`src/rtl/apb4_arb_pkg.sv`:
```
// apb4_arb_pkg: shared FSM state type and APB constants for apb4_arbiter_master.
package apb4_arb_pkg;

   localparam int PROT_W = 3;

   typedef enum logic [1:0] {
      IDLE   = 2'd0,
      SETUP  = 2'd1,
      ACCESS = 2'd2,
      DONE   = 2'd3
   } state_t;

endpackage

```
`src/rtl/apb4_arbiter_master_rr_arbiter.sv`:
```
// rr_arbiter: combinational round-robin grant. The search starts one past
// i_ptr (the last granted index) and wraps, so the last winner ranks lowest.
module rr_arbiter #(
   parameter int NUM_REQ = 2,
   parameter int PTR_W   = $clog2(NUM_REQ)
) (
   input  logic [NUM_REQ-1:0] i_req,
   input  logic [PTR_W-1:0]   i_ptr,
   output logic [NUM_REQ-1:0] o_grant
);

   logic [PTR_W-1:0] w_idx;
   logic             w_found;

   // One-hot grant of the first set request after the pointer.
   always_comb begin
      // NOTE: every signal written here gets a default first so no path infers a latch.
      o_grant = '0;
      w_found = 1'b0;
      w_idx   = '0;
      for (int k = 1; k <= NUM_REQ; k++) begin
         w_idx = PTR_W'((int'(i_ptr) + k) % NUM_REQ);
         if (!w_found && i_req[w_idx]) begin
            o_grant[w_idx] = 1'b1;
            w_found        = 1'b1;
         end
      end
   end

endmodule

```
`src/rtl/apb4_arbiter_master.sv`:
```
// apb4_arbiter_master: shares one APB4 completer port between NUM_REQ local
// requesters with round-robin arbitration and registered APB outputs.
// Optional ACCESS-phase timeout: define APB4_ARB_TIMEOUT_EN.
module apb4_arbiter_master
   import apb4_arb_pkg::*;
#(
   parameter int NUM_REQ        = 2,
   parameter int DATA_WIDTH     = 32,
   parameter int ADDR_WIDTH     = 32,
   parameter int TIMEOUT_CYCLES = 256
) (
   input  logic                               clk,
   input  logic                               rst_n,
   input  logic [NUM_REQ-1:0]                 req,
   input  logic [NUM_REQ-1:0]                 req_write,
   input  logic [NUM_REQ*ADDR_WIDTH-1:0]      req_addr,
   input  logic [NUM_REQ*DATA_WIDTH-1:0]      req_wdata,
   input  logic [NUM_REQ*(DATA_WIDTH/8)-1:0]  req_strb,
   input  logic [NUM_REQ*PROT_W-1:0]          req_prot,
   output logic [NUM_REQ-1:0]                 req_done,
   output logic [DATA_WIDTH-1:0]              req_rdata,
   output logic                               req_err,
   output logic                               PSEL,
   output logic                               PENABLE,
   output logic                               PWRITE,
   output logic [PROT_W-1:0]                  PPROT,
   output logic [ADDR_WIDTH-1:0]              PADDR,
   output logic [DATA_WIDTH-1:0]              PWDATA,
   output logic [DATA_WIDTH/8-1:0]            PSTRB,
   input  logic [DATA_WIDTH-1:0]              PRDATA,
   input  logic                               PREADY,
   input  logic                               PSLVERR
);

   localparam int STRB_W = DATA_WIDTH / 8;
   localparam int PTR_W  = $clog2(NUM_REQ);

   // Widths depend on this module's parameters, so the command struct lives here.
   typedef struct packed {
      logic                  write;
      logic [ADDR_WIDTH-1:0] addr;
      logic [DATA_WIDTH-1:0] wdata;
      logic [STRB_W-1:0]     strb;
      logic [PROT_W-1:0]     prot;
   } cmd_t;

   if (NUM_REQ < 2 || NUM_REQ > 8) begin : g_bad_num_req
      $error("NUM_REQ must be in 2..8");
   end
   if (TIMEOUT_CYCLES < 2) begin : g_bad_timeout
      $error("TIMEOUT_CYCLES must be at least 2");
   end

   state_t                r_state, w_state_nxt;
   logic [PTR_W-1:0]      r_ptr, w_ptr_nxt;
   cmd_t                  r_cmd, w_cmd_nxt, w_sel_cmd;
   logic                  r_psel, w_psel_nxt;
   logic                  r_penable, w_penable_nxt;
   logic [NUM_REQ-1:0]    r_done, w_done_nxt;
   logic [DATA_WIDTH-1:0] r_rdata, w_rdata_nxt;
   logic                  r_err, w_err_nxt;
   logic [NUM_REQ-1:0]    w_grant;
   logic [PTR_W-1:0]      w_grant_idx;
   logic                  w_timeout;

   rr_arbiter #(
      .NUM_REQ (NUM_REQ),
      .PTR_W   (PTR_W)
   ) u_rr_arbiter (
      .i_req   (req),
      .i_ptr   (r_ptr),
      .o_grant (w_grant)
   );

   // Encode the one-hot grant and select that requester's command slice.
   always_comb begin
      w_grant_idx = '0;
      for (int i = 0; i < NUM_REQ; i++) begin
         if (w_grant[i]) w_grant_idx = PTR_W'(i);
      end
      w_sel_cmd.write = req_write[w_grant_idx];
      w_sel_cmd.addr  = req_addr[w_grant_idx*ADDR_WIDTH +: ADDR_WIDTH];
      w_sel_cmd.wdata = req_wdata[w_grant_idx*DATA_WIDTH +: DATA_WIDTH];
      // Reads drive no byte lanes.
      w_sel_cmd.strb  = req_write[w_grant_idx] ? req_strb[w_grant_idx*STRB_W +: STRB_W] : '0;
      w_sel_cmd.prot  = req_prot[w_grant_idx*PROT_W +: PROT_W];
   end

`ifdef APB4_ARB_TIMEOUT_EN
   localparam int TMO_W = $clog2(TIMEOUT_CYCLES);

   logic [TMO_W-1:0] r_tmo_cnt;

   assign w_timeout = !PREADY && (r_tmo_cnt == TMO_W'(TIMEOUT_CYCLES - 1));

   // Count ACCESS cycles spent waiting; cleared while in SETUP.
   always_ff @(posedge clk or negedge rst_n) begin
      if (!rst_n) begin
         r_tmo_cnt <= '0;
      end else if (r_state == SETUP) begin
         r_tmo_cnt <= '0;
      end else if (r_state == ACCESS && !PREADY) begin
         r_tmo_cnt <= r_tmo_cnt + 1'b1;
      end
   end
`else
   assign w_timeout = 1'b0;
`endif

   // Next-state and next-output logic; every APB output is a register.
   always_comb begin
      w_state_nxt   = r_state;
      w_ptr_nxt     = r_ptr;
      w_cmd_nxt     = r_cmd;
      w_psel_nxt    = r_psel;
      w_penable_nxt = r_penable;
      w_done_nxt    = '0;
      w_rdata_nxt   = '0;
      w_err_nxt     = 1'b0;
      case (r_state)
         IDLE: begin
            if (|req) begin
               w_cmd_nxt     = w_sel_cmd;
               w_psel_nxt    = 1'b1;
               w_penable_nxt = 1'b0;
               w_ptr_nxt     = w_grant_idx;
               w_state_nxt   = SETUP;
            end
         end
         SETUP: begin
            w_penable_nxt = 1'b1;
            w_state_nxt   = ACCESS;
         end
         ACCESS: begin
            if (PREADY || w_timeout) begin
               w_psel_nxt      = 1'b0;
               w_penable_nxt   = 1'b0;
               w_cmd_nxt.addr  = '0;
               w_cmd_nxt.wdata = '0;
               w_cmd_nxt.strb  = '0;
               // r_ptr holds the index granted for this transfer.
               w_done_nxt      = NUM_REQ'(1) << r_ptr;
               w_rdata_nxt     = (PREADY && !r_cmd.write) ? PRDATA : '0;
               w_err_nxt       = PREADY ? PSLVERR : 1'b1;
               w_state_nxt     = DONE;
            end
         end
         DONE: begin
            w_state_nxt = IDLE;
         end
         default: begin
            w_state_nxt = IDLE;
         end
      endcase
   end

   // State and output registers; reset aborts any transfer without a done pulse.
   always_ff @(posedge clk or negedge rst_n) begin
      if (!rst_n) begin
         r_state   <= IDLE;
         r_ptr     <= PTR_W'(NUM_REQ - 1);
         r_cmd     <= '0;
         r_psel    <= 1'b0;
         r_penable <= 1'b0;
         r_done    <= '0;
         r_rdata   <= '0;
         r_err     <= 1'b0;
      end else begin
         // NOTE: sequential state uses non-blocking assignments so every register samples pre-edge values.
         r_state   <= w_state_nxt;
         r_ptr     <= w_ptr_nxt;
         r_cmd     <= w_cmd_nxt;
         r_psel    <= w_psel_nxt;
         r_penable <= w_penable_nxt;
         r_done    <= w_done_nxt;
         r_rdata   <= w_rdata_nxt;
         r_err     <= w_err_nxt;
      end
   end

   assign PSEL      = r_psel;
   assign PENABLE   = r_penable;
   assign PWRITE    = r_cmd.write;
   assign PPROT     = r_cmd.prot;
   assign PADDR     = r_cmd.addr;
   assign PWDATA    = r_cmd.wdata;
   assign PSTRB     = r_cmd.strb;
   assign req_done  = r_done;
   assign req_rdata = r_rdata;
   assign req_err   = r_err;

endmodule
```
`config.mk`:
```
export PLATFORM = sky130hd
export DESIGN_NAME = apb4_arbiter_master
export DESIGN_NICKNAME = d
export VERILOG_FILES = /design/src/rtl/apb4_arb_pkg.sv /design/src/rtl/apb4_arbiter_master_rr_arbiter.sv /design/src/rtl/apb4_arbiter_master.sv
export SDC_FILE = /design/constraint.sdc
export NUM_CORES = 1
export LEC_CHECK = 0
export CORE_AREA = 3 3 137 112
export CTS_CLUSTER_DIAMETER = 120
export DETAILED_ROUTE_END_ITERATION = 7
export DIE_AREA = 0 0 140 115
export GPL_TIMING_DRIVEN = 0
export PLACE_DENSITY_LB_ADDON = 0.12
export RECOVER_POWER = 25
export REMOVE_ABC_BUFFERS = 1
export SLEW_MARGIN = 20
export SYNTH_ARGS = -nofsm -noshare
export SYNTH_HDL_FRONTEND = slang
export SYNTH_HIERARCHICAL = 1
export SYNTH_SLANG_ARGS = --single-unit
```
`constraint.sdc`:
```
create_clock -name clk -period 1.82 [get_ports clk]
set_clock_uncertainty 0.05 [all_clocks]
set_input_delay 0.364 -clock clk [delete_from_list [all_inputs] [get_ports clk]]
set_output_delay 0.364 -clock clk [all_outputs]
set_load 0.01 [all_outputs]
```
==> summary.txt <==
Routing
  – Post-route DRC: 0
  – Drt total wl: between 15,000 and 20,000 µm
  – Wirelength per Cell: 19.7 µm
  – Routed Antenna Nets: 0
  – 1st-pass router iterations: 4
  – Vias: 4,029
  – Via density: 4.81
  – Detailed Route Iter0 Violations: 99

STA
  – Worst Tran Pin Value: 0.825 ns
  – Crit share post-route: 96.4%
  – Final-report hold violation count: 0
  – Fmax: 570 MHz
  – Slew margin rel.: 45.0%
  – Pins over their slew limit: 0
  – Crit path time final: around 1.8 ns
  – Final setup fails: 0
  – RSZ-0062 raised after global routing: false

Cells and area
  – Register area: roughly 0.0028 mm²
  – Final core utilization: 59.9%
  – Fin nets: 837
  – Multi-input logic area: between 0.0015 and 0.002 mm²
  – N_diodes: 0
  – Fill cells: 1,177
  – Synth-to-Final Area Change: 78.1%
  – Share of cells above drive strength 1: 9.17%
  – Finished Cell Area: 0.00847 mm²

Placed design
  – RD Place Congestion: ~0.86
  – Hpwl dp: 11,300 µm
  – Placement Cell Area: ~0.0079 mm²
  – IO Port Bufs: between 200 and 300

Worst setup path
  – Required time worst endpoint: ~2.0 ns
  – Worst Path Arrival: slightly below 2 ns
  – Worst-case reg-to-reg path depth: 5
  – Critical path launch point type: flip-flop
  – Critical path peak fanout: 8
  – Slowest CP cell: or4_1
  – Critical path endpoint category: flip-flop
  – Crit Path Category: reg2reg
  – Max stage delay on crit path: between 0.5 and 0.6 ns
  – CP cell instances: inv_2 > ha_4 > nor2_4 > or4_1 > o2bb2ai_1

Worst hold path
  – Hold-critical path depth: 1
  – Min-delay worst type: reg2reg

GRT
  – Pin count of the biggest net entering global routing: 58
  – First-pass GRT wire length: 25,100 µm
  – Tot GR Track Use: 20.4%
  – Global route overflow: 0
  – Vias in the first global route: 4,311
  – Initial antenna violation count: 1

Flow run
  – # Max-Cap Violations: 0

Floorplanning
  – Full die area: 0.0161 mm²
  – Die Ht: 115 µm
  – Core area: 0.0142 mm²
  – Die width: 140 µm
  – IO Pins: 291
  – Starting Density: 33.6%
  – Std cell rows: 39

Clock tree
  – Clock Root Buffer: clkbuf_16
  – TritonCTS Buffers: 9
  – CTS tree: yes
  – Clock Path Buffers: 2
  – Clk_lat worst skew: around 0.35 ns
  – Clock Sinks: 112
  – Worst-path clk slew: ~0.07 ns
  – H-tree depth: 3

Power and ir drop
  – Cell leakage power: 3.65 nW
  – Worst vdd ir: 0.000778 V
  – Power Density: 1380 mW/mm²

Status
  – Status: finished clean

Synthesis
  – Post-Synthesis Cell Area: 0.00476 mm²
  – Post-Syn Instances: around 350
  – Mean Syn Cell Area: 13.7 µm²
  – Yosys warnings: 6
flip-flops by register name (all words and copies together) (netlist names):
signal,count
req_err,1
PWRITE,1
req_rdata,32
PWDATA,32
r_state,2
req_done,2
PSTRB,4
PENABLE,1
PSEL,1
PPROT,3
r_ptr,1
PADDR,32
path summary, 6_finish.rpt:
check,slack (ns),end,from
hold / removal,0.44,PADDR[11],PADDR[11]
max in group asynchronous,0.38,PADDR[19],rst_n
hold reg to reg,0.44,PADDR[11],PADDR[11]
setup / recovery,0.07,PSTRB[3],r_state[1]
min in group asynchronous,0.59,req_rdata[17],rst_n
setup reg to reg,0.07,PSTRB[3],r_state[1]
final cells by class:
class / instances / area share [%]
Tap cell: 184 / 2.72
Timing Repair Buffer: 311 / 38.0
Clock buffer: 10 / 2.82
Sequential cell: 112 / 33.1
Clock inverter: 6 / 0.517
Multi-Input combinational cell: 212 / 22.7
Inverter: 3 / 0.162
repair_timing:
item	4_1_cts	5_1_grt
pin swaps	4	1
hold endpoints to repair	55	0
setup buffers	7	5
gates cloned	7	0
hold buffers	1	0
setup endpoints to repair	101	39
resized for setup	20	6
where the power goes:
| part | switching (mW) | total [mW] | internal [mW] | leakage (nW) |
|---|---|---|---|---|
| Combinational | 2.79 | 5.99 | 3.20 | 2.05 |
| Clock | 0.911 | 1.88 | 0.971 | 0.139 |
| Sequential | 0.454 | 3.82 | 3.37 | 1.46 |
critical path: cells and delay by family, from the launching register on:
family / cells / cell delay [ns]
AO/OA/AOI/OAI: 1 / 0.22
buffers and inverters: 1 / 0.10
flip-flops: 1 / 0.47
AND/OR/NAND/NOR: 2 / 0.65
adder cells (fa/ha/maj): 1 / 0.18
cell usage in the layout (no fill, tap or decap), types with 3 or more instances in the layout:
cell type	instances
clkdlybuf4s50_1	286
dfrtp_1	110
mux2i_1	73
o2bb2ai_1	68
and2_1	32
buf_4	12
clkbuf_16	9
buf_16	6
nand2_1	5
or3_4	5
o21ai_0	4
nor2_4	3
mux2_2	3
ha_4	3
ha_1	3
routing by layer:
layer | up-vias | track usage, % | wire [µm]
li1 | 1893 | - | -
met1 | 1936 | 24.5 | 6620
met4 | 2 | 4.52 | 149
met3 | 12 | 8.57 | 1610
met5 | - | 0 | 13
met2 | 186 | 34.5 | 8110
metrics by stage:
| stage | TNS [ns] | hold slack [ns] | setup WS, ns | cells | total power [mW] |
|---|---|---|---|---|---|
| 3_5_place_dp | -46.24 | 0.317 | -0.780 | 802 | 9.12 |
| 6_report | 0 | 0.437 | 0.0651 | 838 | 11.7 |
| 4_1_cts | -0.0387 | 0.442 | -0.00788 | 833 | 11.8 |
| 5_1_grt | 0 | 0.447 | 0.0118 | 838 | 12.4 |
| 2_1_floorplan | -508.54 | 0.0184 | -7.56 | 322 | 6.25 |
| 3_3_place_gp | -1210.16 | 0.418 | -11.28 | 796 | 8.56 |
Note: power is estimated with default switching activity, not from simulation.
